`src/rtl/conv3x3_systolic_pkg.sv`:
```
// Shared widths and weight-unpack helper for the conv3x3_systolic engine.
package conv3x3_systolic_pkg;

  localparam int PIX_W       = 8;
  localparam int WGT_W       = 8;
  localparam int ACC_W       = 32;
  localparam int KERNEL_TAPS = 9;

  // k[r][c] sits at bits [8*(3r+c)+7 : 8*(3r+c)] of the flat kernel word.
  function automatic logic signed [WGT_W-1:0] unpack_weight(
    input logic [KERNEL_TAPS*WGT_W-1:0] flat,
    input int                           r,
    input int                           c
  );
    return flat[WGT_W*(3*r+c) +: WGT_W];
  endfunction

endpackage

```
`src/rtl/conv3x3_systolic_mac.sv`:
```
// Weight-stationary MAC cell: pixel moves east, partial sum moves south, one cycle each.
module conv3x3_systolic_mac
  import conv3x3_systolic_pkg::*;
(
  input  logic                    clk,
  input  logic                    rst_n,
  input  logic signed [WGT_W-1:0] in_weight,
  input  logic        [PIX_W-1:0] in_west,
  output logic        [PIX_W-1:0] out_east,
  input  logic signed [ACC_W-1:0] in_north,
  output logic signed [ACC_W-1:0] out_south
);

  logic signed [ACC_W-1:0] pix_ext;
  logic signed [ACC_W-1:0] wgt_ext;
  logic signed [ACC_W-1:0] product;

  // Pixels are unsigned: zero-extend; weights are signed: sign-extend.
  assign pix_ext = {{(ACC_W-PIX_W){1'b0}}, in_west};
  assign wgt_ext = {{(ACC_W-WGT_W){in_weight[WGT_W-1]}}, in_weight};
  assign product = pix_ext * wgt_ext;

  always_ff @(posedge clk or negedge rst_n) begin
    if (!rst_n) begin
      out_east  <= '0;
      out_south <= '0;
    end else begin
      out_east  <= in_west;
      out_south <= in_north + product;
    end
  end

endmodule

```
`src/rtl/conv3x3_systolic.sv`:
```
// Streaming 3x3 convolution: line buffer + skew registers + 3x3 systolic MAC array.
// Optional CONV3X3_SYSTOLIC_DEBUG_EN adds a simulation-only per-result display.
module conv3x3_systolic
  import conv3x3_systolic_pkg::*;
#(
  parameter int DATA_WIDTH = 8,
  parameter int IMG_WIDTH  = 32
) (
  input  logic                         clk,
  input  logic                         rst_n,
  input  logic                         in_valid,
  input  logic [DATA_WIDTH-1:0]        in_data,
  input  logic [KERNEL_TAPS*WGT_W-1:0] flat_weights,
  output logic signed [ACC_W-1:0]      out_pixel,
  output logic                         out_valid
);

  localparam int LB_LEN = 2*IMG_WIDTH + 1;

  logic [DATA_WIDTH-1:0]   lb [LB_LEN];
  logic [PIX_W-1:0]        skew_r1;
  logic [PIX_W-1:0]        skew_r2a;
  logic [PIX_W-1:0]        skew_r2b;
  logic [PIX_W-1:0]        west [3][3];
  logic [PIX_W-1:0]        east_unused [3];
  logic signed [ACC_W-1:0] psum [4][3];
  logic [4:0]              valid_sr;

  // Sample chain: lb[0] = S[n], lb[W] = S[n-W], lb[2W] = S[n-2W].
  always_ff @(posedge clk or negedge rst_n) begin
    if (!rst_n) begin
      for (int i = 0; i < LB_LEN; i++) lb[i] <= '0;
      skew_r1  <= '0;
      skew_r2a <= '0;
      skew_r2b <= '0;
    end else if (in_valid) begin
      lb[0] <= in_data;
      for (int i = 1; i < LB_LEN; i++) lb[i] <= lb[i-1];
      skew_r1  <= lb[IMG_WIDTH];
      skew_r2a <= lb[0];
      skew_r2b <= skew_r2a;
    end
  end

  // Lower rows see their taps later so their pixels meet the partial sums arriving from above.
  assign west[0][0] = lb[2*IMG_WIDTH];
  assign west[1][0] = skew_r1;
  assign west[2][0] = skew_r2b;

  genvar r, c;
  generate
    for (c = 0; c < 3; c++) begin : g_top
      assign psum[0][c] = '0;
    end
    for (r = 0; r < 3; r++) begin : g_row
      for (c = 0; c < 3; c++) begin : g_col
        if (c < 2) begin : g_pass
          conv3x3_systolic_mac u_mac (
            .clk       (clk),
            .rst_n     (rst_n),
            .in_weight (unpack_weight(flat_weights, r, c)),
            .in_west   (west[r][c]),
            .out_east  (west[r][c+1]),
            .in_north  (psum[r][c]),
            .out_south (psum[r+1][c])
          );
        end else begin : g_last
          conv3x3_systolic_mac u_mac (
            .clk       (clk),
            .rst_n     (rst_n),
            .in_weight (unpack_weight(flat_weights, r, c)),
            .in_west   (west[r][c]),
            .out_east  (east_unused[r]),
            .in_north  (psum[r][c]),
            .out_south (psum[r+1][c])
          );
        end
      end
    end
  endgenerate

  always_ff @(posedge clk or negedge rst_n) begin
    if (!rst_n) begin
      out_pixel <= '0;
      valid_sr  <= '0;
    end else begin
      out_pixel <= psum[3][0] + psum[3][1] + psum[3][2];
      valid_sr  <= {valid_sr[3:0], in_valid};
    end
  end

  assign out_valid = valid_sr[4];

`ifdef CONV3X3_SYSTOLIC_DEBUG_EN
  always @(posedge clk) begin
    if (out_valid)
      $display("conv3x3_systolic: out_pixel=%0d col0=%0d col1=%0d col2=%0d",
               out_pixel, psum[3][0], psum[3][1], psum[3][2]);
  end
`else
`endif

endmodule

```
`config.mk`:
```
export PLATFORM = sky130hd
export DESIGN_NAME = conv3x3_systolic
export DESIGN_NICKNAME = d
export VERILOG_FILES = /design/src/rtl/conv3x3_systolic_pkg.sv /design/src/rtl/conv3x3_systolic_mac.sv /design/src/rtl/conv3x3_systolic.sv
export SDC_FILE = /design/constraint.sdc
export NUM_CORES = 2
export LEC_CHECK = 0
export BUFFER_PORTS_ARGS = -buffer_cell sky130_fd_sc_hd__buf_2
export CAP_MARGIN = 20
export CELL_PAD_IN_SITES_DETAIL_PLACEMENT = 1
export CELL_PAD_IN_SITES_GLOBAL_PLACEMENT = 1
export CORE_UTILIZATION = 35
export CTS_BUF_LIST = sky130_fd_sc_hd__clkbuf_8
export CTS_CLUSTER_SIZE = 12
export DETAILED_ROUTE_END_ITERATION = 6
export PLACE_DENSITY = 0.6
export SETUP_SLACK_MARGIN = 0.2
export SYNTH_ARGS = -nofsm -noshare
export SYNTH_HDL_FRONTEND = slang
export SYNTH_HIERARCHICAL = 1
export SYNTH_SLANG_ARGS = --single-unit
```
`constraint.sdc`:
```
create_clock -name clk -period 7.2 [get_ports clk]
set_input_delay 2.16 -clock clk [delete_from_list [all_inputs] [get_ports clk]]
set_output_delay 2.16 -clock clk [all_outputs]
set_load 0.02 [all_outputs]
```
==> metrics.txt <==
outcome=completed; leakage power of the design=slightly below 0.04 uW; pin count of the biggest net entering global routing=roughly 170; launching point of the worst reg2reg path=g_row[1].g_col[0].g_pass.u_mac/out_east[5]; post-synthesis average cell area=11.14 sq um; number of cells traversed by the worst hold path=0; Hold Startpoint=valid_sr[1]; row count=between 150 and 200; final hold violation count=0; Antenna Violating Nets Remaining=0; Net Sw Power=15690 uW; Reg area=~22000 sq um; number of standard cells after synthesis=between 6000 and 7000; CP Capture Type=flip-flop; vertical die dimension=between 400 and 500 um; area of combinational cells with multiple inputs=~43000 sq um; die span in x=around 440 um; worst path required time=a little under 8 ns; Die Footprint=slightly below 200000 sq um; terminating pin of the worst hold path=valid_sr[2]; overall global routing resource usage=0.1688; initial standard-cell utilization of the core=0.3532; # Post-CTS Setup Buffers=0; ratio of final minimum period to clock period=0.8697; aggregate global routing overflow=0; area of the mapped netlist=between 60000 and 70000 sq um; Max IR drop VDD=around 380 uV; path category of the worst min-delay check=reg -> reg; port bufs=approximately 120; number of nets in the layout=about 8000; Slew headroom=0.3443; ratio of cells with drive above 1 in the final layout=0.1555; number of violations reported at the end of detailed-routing iteration 0=1520; maximum clock skew at final layout=~0.049 ns; Post-DP Area=a little over 70000 sq um; clock network power share=0.149; clock-pin slew of the registers on the worst-case setup and hold paths=about 0.05 ns; Std-Cell Core Area=193200 sq um; global-route wire length before repair=266000 um; Pint=17370 uW; count of max-cap constraint violations=0; initial antenna violation count=45; via count=roughly 45000; # fillers=about 21000; areal power density over the cells=approximately 440 nW/um^2; Slew Limit Fails=0; Max Clk Rate=between 150 and 200 MHz; worst hold margin=between 0.3 and 0.4 ns; clock insertion delay at the later pin of the skew report=about 0.94 ns; final setup margin=0.9379 ns; count of boundary I/O pins=about 120; half-perimeter wire length of the detailed placement result=approximately 130000 um; number of buffers added to fix hold violations after cts=0; number of buffers on the longest clock path=3; path type of the worst setup path=in -> reg; gpl congestion=approximately 0.84; capture instance of the worst register-to-register path=g_row[1].g_col[1].g_pass.u_mac/out_south[23]; FF-to-FF path depth=15; Max Fanout on Critical Path=8; total length of routed wires=~160000 um; TritonCTS clock tree=built; # H-tree levels=4; slew of the pin with the lowest slew margin=around 0.98 ns; final worst path period need=6.262 ns; slack of the worst reg-to-reg path=1.80 ns; post-route cell area=around 76000 sq um; arrival time at the worst endpoint=roughly 7.0 ns; switching power as a share of total power=0.4746; cts repair resizes=0; total clock buffers created by CTS=164; part of the total power dissipated in sequential elements=0.227; RSZ-0062 raised after global routing=no; area added between synthesis and finish=10.80%; DRC Markers=0; total setup violations reported at the end of the flow=0; total number of yosys warnings=6; root buffer cell=sky130_fd_sc_hd__clkbuf_8; Gate power share=0.625; routed length per instance=~18 um; Pre-Repair DR Iteration Count=7; Sinks on Clock Net=893; critical path launch point type=primary input; via count of the first global-routing pass=around 50000; DP Worst Slack=-0.008752 ns; Avg Vias per Cell=a little under 5
through the flow:
| step | power (uW) | util | instances | setup TNS [ns] |
|---|---|---|---|---|
| detailed placement | 28290 | 0.3741 | 8778 | -0.008752 |
| floorplan | 21700 | - | 6221 | 0 |
| global placement | 27960 | 0.3741 | 8778 | 0 |
| global route | 36280 | 0.3913 | 9064 | 0 |
| CTS | 33620 | 0.3912 | 9058 | 0 |
| finish | 33060 | 0.3914 | 9070 | 0 |
final cells by class:
cell class | instances | area share
multi-input combinational | 4450 | 0.5670
sequential | 893 | 0.2955
tap | 2526 | 0.04180
inverter | 735 | 0.03649
clock buffer | 191 | 0.03477
timing repair buffer | 174 | 0.01489
clock inverter | 89 | 0.009134
antenna | 12 | 0.0003971
how the worst max path moves through the flow:
stage / from / end / slack, ns / depth (start not counted)
finish: flat_weights[23] / g_row[0].g_col[2].g_last.u_mac/out_south[30] / 0.94 / 16
floorplan: flat_weights[56] / g_row[2].g_col[1].g_pass.u_mac/out_south[31] / 0.36 / 18
global route: flat_weights[48] / g_row[2].g_col[0].g_pass.u_mac/out_south[30] / 0.77 / 21
detailed placement: flat_weights[63] / g_row[2].g_col[1].g_pass.u_mac/out_south[28] / -0.009 / 17
global placement: flat_weights[63] / g_row[2].g_col[1].g_pass.u_mac/out_south[31] / 0.05 / 16
CTS: flat_weights[63] / g_row[2].g_col[1].g_pass.u_mac/out_south[28] / 1.03 / 17
worst max-delay path, cell delays in order:
cell                       delay, ns
sky130_fd_sc_hd__buf_2          0.17
sky130_fd_sc_hd__clkinv_1       0.26
sky130_fd_sc_hd__nor2_1         0.24
sky130_fd_sc_hd__fa_1           0.45
sky130_fd_sc_hd__fa_1           0.53
sky130_fd_sc_hd__fa_1           0.53
sky130_fd_sc_hd__fa_1           0.50
sky130_fd_sc_hd__ha_1           0.31
sky130_fd_sc_hd__ha_1           0.37
sky130_fd_sc_hd__a21o_1         0.20
sky130_fd_sc_hd__a21oi_2        0.17
sky130_fd_sc_hd__a21oi_2        0.10
sky130_fd_sc_hd__o31a_1         0.31
sky130_fd_sc_hd__o31ai_2        0.36
sky130_fd_sc_hd__nor4b_4        0.29
sky130_fd_sc_hd__nor4_2         0.09
power groups by stage:
stage	Sequential [uW]	Clock, uW	Combinational [uW]
2_1_floorplan	7260	0	14400
3_3_place_gp	7580	0	20400
3_5_place_dp	7610	0	20700
4_1_cts	7540	5160	20900
5_1_grt	7670	5360	23300
6_report	7490	4910	20700
sequential cells by signal, indices dropped and copies added (netlist names):
register                            flops
g_row.g_col.g_last.u_mac/out_south     96
lb                                    504
skew_r1                                 8
out_pixel                              32
g_row.g_col.g_pass.u_mac/out_east      48
g_row.g_col.g_pass.u_mac/out_south    192
valid_sr                                5
skew_r2a                                8
layout by cell type, fill, tap and decap left out, drive strengths merged, types with 90 or more instances in the layout:
| cell | count |
|---|---|
| conb | 96 |
| dfrtp | 893 |
| inv | 779 |
| o21ai | 114 |
| xnor2 | 191 |
| a21oi | 292 |
| fa | 491 |
| buf | 174 |
| nand2 | 440 |
| clkbuf | 191 |
| mux2 | 524 |
| nor2 | 212 |
| xor2 | 90 |
| ha | 1002 |
| and2 | 289 |
per-layer routing:
metal,vias up,share of wire,GRT usage
met2,472,0.50,0.2937
met4,8,0.030,0.05619
met1,22540,0.44,0.2129
met3,266,0.028,0.02556
li1,21250,-,-
met5,-,0.00035,0
Power figures use the tool's default switching activity.
